## src/rtl/clock_reset_sequencer.sv

```systemverilog
// Lock-qualified staggered reset release with per-channel clock-enable dividers.
// Optional CLOCK_RESET_SEQ_SOFT_RESET_EN adds iSOFT_RESET, a synchronous restart equivalent to lock loss.
module clock_reset_sequencer #(
  parameter int P_CHANNELS    = 4,
  parameter int P_DIV_WIDTH   = 8,
  parameter int P_LOCK_STABLE = 256,
  parameter int P_STAGGER     = 16
) (
  input  logic                              iCLOCK,
  input  logic                              inRESET,
  input  logic                              iPLL_LOCK,
`ifdef CLOCK_RESET_SEQ_SOFT_RESET_EN
  input  logic                              iSOFT_RESET,
`endif
  input  logic [P_CHANNELS*P_DIV_WIDTH-1:0] iCH_DIV,
  output logic [P_CHANNELS-1:0]             oRESET_N,
  output logic [P_CHANNELS-1:0]             oCLKEN,
  output logic                              oSYSTEM_READY
);

  localparam int STABLE_W  = $clog2(P_LOCK_STABLE + 1);
  localparam int STAGGER_W = $clog2(P_STAGGER + 1);
  localparam int CH_W      = $clog2(P_CHANNELS + 1);

  localparam logic [STABLE_W-1:0]  STABLE_LAST  = STABLE_W'(P_LOCK_STABLE - 1);
  localparam logic [STABLE_W-1:0]  STABLE_FULL  = STABLE_W'(P_LOCK_STABLE);
  localparam logic [STAGGER_W-1:0] STAGGER_LAST = STAGGER_W'(P_STAGGER - 1);
  localparam logic [CH_W-1:0]      CH_LAST      = CH_W'(P_CHANNELS - 1);
  localparam logic [CH_W-1:0]      CH_ONE       = CH_W'(1);

  typedef enum logic [1:0] {WAIT_LOCK, STABLE, RELEASE, RUN} seqStateT;

  seqStateT               stateReg, stateNext;
  logic [STABLE_W-1:0]    stableCntReg, stableCntNext;
  logic [STAGGER_W-1:0]   staggerCntReg, staggerCntNext;
  logic [CH_W-1:0]        relCntReg, relCntNext;
  logic [P_CHANNELS-1:0]  resetNReg, resetNNext;
  logic                   readyReg, readyNext;
  logic                   lockMeta, lockSync, lockOk;

  always_ff @(posedge iCLOCK or negedge inRESET) begin
    if (!inRESET) begin
      lockMeta <= 1'b0;
      lockSync <= 1'b0;
    end else begin
      lockMeta <= iPLL_LOCK;
      lockSync <= lockMeta;
    end
  end

`ifdef CLOCK_RESET_SEQ_SOFT_RESET_EN
  assign lockOk = lockSync & ~iSOFT_RESET;
`else
  assign lockOk = lockSync;
`endif

  // State register
  always_ff @(posedge iCLOCK or negedge inRESET) begin
    if (!inRESET) begin
      stateReg      <= WAIT_LOCK;
      stableCntReg  <= '0;
      staggerCntReg <= '0;
      relCntReg     <= '0;
    end else begin
      stateReg      <= stateNext;
      stableCntReg  <= stableCntNext;
      staggerCntReg <= staggerCntNext;
      relCntReg     <= relCntNext;
    end
  end

  // Next-state logic; relCnt is the number of channels already released.
  always_comb begin
    stateNext      = stateReg;
    stableCntNext  = stableCntReg;
    staggerCntNext = staggerCntReg;
    relCntNext     = relCntReg;
    if (!lockOk) begin
      stateNext      = WAIT_LOCK;
      stableCntNext  = '0;
      staggerCntNext = '0;
      relCntNext     = '0;
    end else begin
      unique case (stateReg)
        WAIT_LOCK, STABLE: begin
          if (stableCntReg == STABLE_LAST) begin
            stableCntNext  = STABLE_FULL;
            staggerCntNext = '0;
            relCntNext     = CH_ONE;
            stateNext      = (P_CHANNELS == 1) ? RUN : RELEASE;
          end else begin
            stableCntNext = stableCntReg + 1'b1;
            stateNext     = STABLE;
          end
        end
        RELEASE: begin
          if (staggerCntReg == STAGGER_LAST) begin
            staggerCntNext = '0;
            relCntNext     = relCntReg + 1'b1;
            if (relCntReg == CH_LAST) stateNext = RUN;
          end else begin
            staggerCntNext = staggerCntReg + 1'b1;
          end
        end
        RUN: stateNext = RUN;
        default: stateNext = WAIT_LOCK;
      endcase
    end
  end

  // Output logic: decoded from next state so every output is a register.
  always_comb begin
    resetNNext = '0;
    for (int k = 0; k < P_CHANNELS; k++) begin
      resetNNext[k] = (int'(relCntNext) > k);
    end
    readyNext = (stateNext == RUN);
  end

  always_ff @(posedge iCLOCK or negedge inRESET) begin
    if (!inRESET) begin
      resetNReg <= '0;
      readyReg  <= 1'b0;
    end else begin
      resetNReg <= resetNNext;
      readyReg  <= readyNext;
    end
  end

  assign oRESET_N      = resetNReg;
  assign oSYSTEM_READY = readyReg;

  genvar gi;
  generate
    for (gi = 0; gi < P_CHANNELS; gi++) begin : gChannel
      logic [P_DIV_WIDTH-1:0] divReg;
      logic [P_DIV_WIDTH-1:0] cntReg;
      logic                   clkenReg;

      // Divide value is captured only on the release edge; counting starts the edge after.
      always_ff @(posedge iCLOCK or negedge inRESET) begin
        if (!inRESET) begin
          divReg   <= '0;
          cntReg   <= '0;
          clkenReg <= 1'b0;
        end else begin
          if (resetNNext[gi] && !resetNReg[gi]) begin
            divReg <= iCH_DIV[gi*P_DIV_WIDTH +: P_DIV_WIDTH];
          end
          if (resetNNext[gi] && resetNReg[gi]) begin
            if (cntReg == divReg) begin
              clkenReg <= 1'b1;
              cntReg   <= '0;
            end else begin
              clkenReg <= 1'b0;
              cntReg   <= cntReg + 1'b1;
            end
          end else begin
            clkenReg <= 1'b0;
            cntReg   <= '0;
          end
        end
      end

      assign oCLKEN[gi] = clkenReg;
    end
  endgenerate

endmodule

```

## config.mk

```make
export PLATFORM = sky130hd
export DESIGN_NAME = clock_reset_sequencer
export DESIGN_NICKNAME = d
export VERILOG_FILES = /design/src/rtl/clock_reset_sequencer.sv
export SDC_FILE = /design/constraint.sdc
export NUM_CORES = 1
export LEC_CHECK = 0
export CORE_UTILIZATION = 25
export DETAILED_ROUTE_END_ITERATION = 10
export GPL_ROUTABILITY_DRIVEN = 0
export GPL_TIMING_DRIVEN = 0
export PLACE_DENSITY = 0.45
export SETUP_SLACK_MARGIN = 0.2
export SLEW_MARGIN = 30
export SYNTH_ARGS = -nofsm -noshare
export SYNTH_HDL_FRONTEND = slang
export SYNTH_SLANG_ARGS = --single-unit
```

## constraint.sdc

```tcl
create_clock -name iCLOCK -period 2.6 [get_ports iCLOCK]
set_input_delay 0.26 -clock iCLOCK [delete_from_list [all_inputs] [get_ports iCLOCK]]
set_output_delay 0.26 -clock iCLOCK [all_outputs]
set_load 0.01 [all_outputs]
```

==> flow_metrics.py <==
metrics = {
    "timing": {
        "max_slew_margin_pct": 58.99,
        "finalMaxSlewViolations": 0,
        "period_needed_ns": 2.258,
        "finClkSkew_ns": 0.01038,
        "tightest_slew_ns": 0.6111,
        "final-setup-viol-count": 0,
        "fmax_mhz": 442.8,
        "hold_viol": 0,
        "finalCritPeriodShare_pct": 86.86,
        "rsz0062_at_grt": "no",
        "setup_slack_ns": 0.3416,
    },
    "logic_synthesis": {
        "ys_async_sr_fraction_pct": 100.0,
        "synth_area_leaders": "dfrtp_1 (53%), xnor2_1 (8.5%), mux2_2 (7.9%), nor3_1 (4.1%), xor2_1 (3.6%)",
        "ys_seq_elements": 94,
        "synth_nets": 438,
        "synth_top_area_share_pct": 53.06,
        "netlist_top_cells_count": "dfrtp_1 (94), xnor2_1 (43), nor3_1 (36)",
        "synth-edff-count": 0,
        "ys.flop_type": "dfrtp_1",
        "yosysWarningCount": 0,
        "synth.distinct_cells": 39,
        "syn_area_um2": 4433,
        "synth_cells": 394,
        "synth-seq-area-share_pct": 53.06,
        "syn_area_per_cell_um2": 11.25,
        "synth_area_leader_cell": "dfrtp_1",
        "synth.most_common_cell": "dfrtp_1",
    },
    "cells_and_area": {
        "final_layout_size_suffix_gt1_share_pct": 16.67,
        "finalInstanceArea_um2": 5622,
        "instances_no_fill": 687,
        "fin_util_pct": 32.50,
        "nNetsFinal": 501,
        "synthToLayoutAreaGrowth_pct": 26.81,
        "diodes": 0,
    },
    "status": {
        "status": "finished clean",
    },
    "cts": {
        "clk_path_buf_depth": 2,
        "root_buffer": "clkbuf_16",
        "clk_pin_slew_ns": 0.07,
        "worstSkewPairLatency_ns": 0.35,
        "cts_tree": "done",
        "cts.sinks": 94,
        "cts_buffers": 9,
        "htreeDepth": 3,
    },
    "worst_setup_path": {
        "end_kind": "flip-flop",
        "startpoint": "relCntReg[0]$_DFF_PN0_",
        "cp_num_buf_inv": 1,
        "max_stage_delay_ns": 0.46,
        "crit_path_frequent_cell": "ha_1",
        "critical_path.max_fanout": 7,
        "worst_path_max_delay_cell": "dfrtp_1",
        "crit_chain": "ha_1 -> ha_1 -> or3_4 -> a211oi_4 -> buf_4 -> mux2_2",
        "critPathKind": "flip-flop to flip-flop",
        "startpoint_type": "flip-flop",
        "rr_startpoint": "relCntReg[0]$_DFF_PN0_",
        "crit_required_ns": 2.84,
        "crit_family": "adder cells",
        "arrival_ns": 2.50,
    },
    "floorplanning": {
        "dieArea_um2": 18270,
        "coreArea_um2": 17300,
        "die_w_um": 135.2,
        "die_height_um": 135.2,
        "pin_count": 44,
        "start_util_pct": 25.63,
        "fp-row-count": 48,
    },
    "placed_design": {
        "dp_hpwl_um": 6257,
        "placed_area_um2": 5174,
        "portBuffers": 43,
        "pre_cts_slack_ns": -0.1010,
        "place_inst": 663,
    },
    "routing": {
        "drc": 0,
        "drt_iter0_markers": 169,
        "vias": 3060,
        "routedWlPerCell_um": 13.17,
        "drtPass1Iterations": 4,
        "drt_wl_total_um": 9050,
        "post_drt_via_cell_ratio": 4.454,
        "ant_nets": 0,
    },
    "pwr": {
        "comb_power_share_pct": 4.9,
        "worst_ir_drop_vdd_mv": 0.3084,
        "p_int_uw": 2366,
        "swShare_pct": 22.69,
        "clkPwrFrac_pct": 45.8,
        "leakage_uw": 0.002272,
        "p_per_area_nw_per_um2": 544.4,
        "seqPwrFrac_pct": 49.3,
        "p_switching_uw": 694.4,
    },
    "job": {
        "maxCapViolCount": 0,
    },
    "grt": {
        "grt_max_degree": 65,
        "grt_overflow": 0,
        "gr-usage-all-layers_pct": 10.95,
        "grt_pass1_wl_um": 15800,
        "grt_pass1_vias": 3157,
        "antenna_found_initial": 0,
    },
    "min_path": {
        "hold_path_class": "input port to asynchronous set/reset pin",
    },
}
through the flow:
stage	hold slack [ns]	power, uW	TNS [ns]
CTS	0.3572	3109	0
detailed placement	0.1671	1682	-2.111
floorplan	-0.03559	1580	0
global placement	0.3445	1675	-233.30
finish	0.3629	3060	0
global route	0.3725	3186	0
logic make-up (layout without fill, tap and decap cells):
family / after synthesis / in the layout / share of synthesized area, %
DFF: 94 / 94 / 53.06
buffers and inverters: 24 / 92 / 2.484
xor gates and xnor gates: 61 / 61 / 12.05
AOI/OAI and AO/OA: 31 / 31 / 4.488
and+or+nand+nor: 143 / 143 / 17.25
muxes: 32 / 32 / 8.129
adders and majority gates: 9 / 9 / 2.540
metal layers:
metal	GRT usage [%]	routed length, um	vias to the layer above	part of all wire [%]
met5	0	0	-	0
met1	14.59	4525	1498	50
met3	3.180	344	15	3.8
met2	16.58	4014	38	44
li1	-	-	1509	-
met4	4.432	165	0	1.8
cells in the final DEF (no fill, tap or decap), types with 2 or more instances in the layout:
cell type         n
inv_1            13
and3_1            9
nand2b_1          2
xor2_1           18
and2_1            6
nor2_1           15
nand2_1          14
nor4_2            2
nand4_1          15
clkdlybuf4s50_1  42
nor2b_1           6
a31oi_1           2
nand3_1          23
o22ai_1           3
o21ai_0           8
clkbuf_1          4
nand3_2           2
a21oi_1           7
mux2_2           31
xnor2_1          43
clkbuf_16         9
dfrtp_1          93
ha_4              2
buf_4            12
o21ai_1           3
inv_6             3
ha_1              7
nor3b_1           4
nor3_1           36
registers in the layout, indices dropped and copies added, names as in the netlist:
register           count
lockOk                 1
gChannel.cntReg       32
oSYSTEM_READY          1
gChannel.divReg       32
stableCntReg           9
lockMeta               1
gChannel.clkenReg      4
oRESET_N               4
staggerCntReg          5
relCntReg              3
stateReg               2
power groups by stage:
stage	sequential (uW)	clock, uW	combinational, uW
final	1510	1400	151
after global routing	1510	1500	171
after CTS	1510	1450	150
after detailed placement	1530	0	148
after global placement	1540	0	139
after floorplan	1530	0	51.0
final cells by class:
type	instances	area, um2
fillers	1769	11670
flip-flops and latches	94	2354
multi-input cells	276	2039
repair buffers	52	521.8
well taps	225	281.5
clock buffers	10	239.0
clock inverters	6	76.32
plain buffers	11	61.31
inverters	13	48.80
worst paths after layout:
| kind | endpoint | slack (ns) | cells past startpoint |
|---|---|---|---|
| setup / recovery | gChannel[3].divReg[1]$_DFFE_PN0P_ | 0.34 | 6 |
| hold / removal | stableCntReg[4]$_DFFE_PN0P_ | 0.36 | 2 |
| setup reg to reg | gChannel[3].divReg[1]$_DFFE_PN0P_ | 0.34 | 6 |
| hold reg to reg | lockOk$_DFF_PN0_ | 0.38 | 0 |
| max in group asynchronous | stableCntReg[0]$_DFFE_PN0P_ | 1.62 | 3 |
| min in group iCLOCK | lockMeta$_DFF_PN0_ | 0.37 | 1 |
repair_timing:
item / in CTS / in global routing
pin swaps: 4 / 2
setup buffers: 5 / 2
hold endpoints to repair: 30 / 0
hold buffers: 1 / 0
endpoints found under the setup margin: 52 / 49
gates resized for setup: 6 / 8
worst register-to-register path, delay by kind of cell, from the launching register on:
kind | cells | cell delay, ns
fa+ha+maj | 2 | 0.54
flops | 1 | 0.46
simple gates | 1 | 0.42
mux | 1 | 0.33
compound gates | 1 | 0.22
buf+inv | 1 | 0.18
Power figures use the tool's default switching activity.
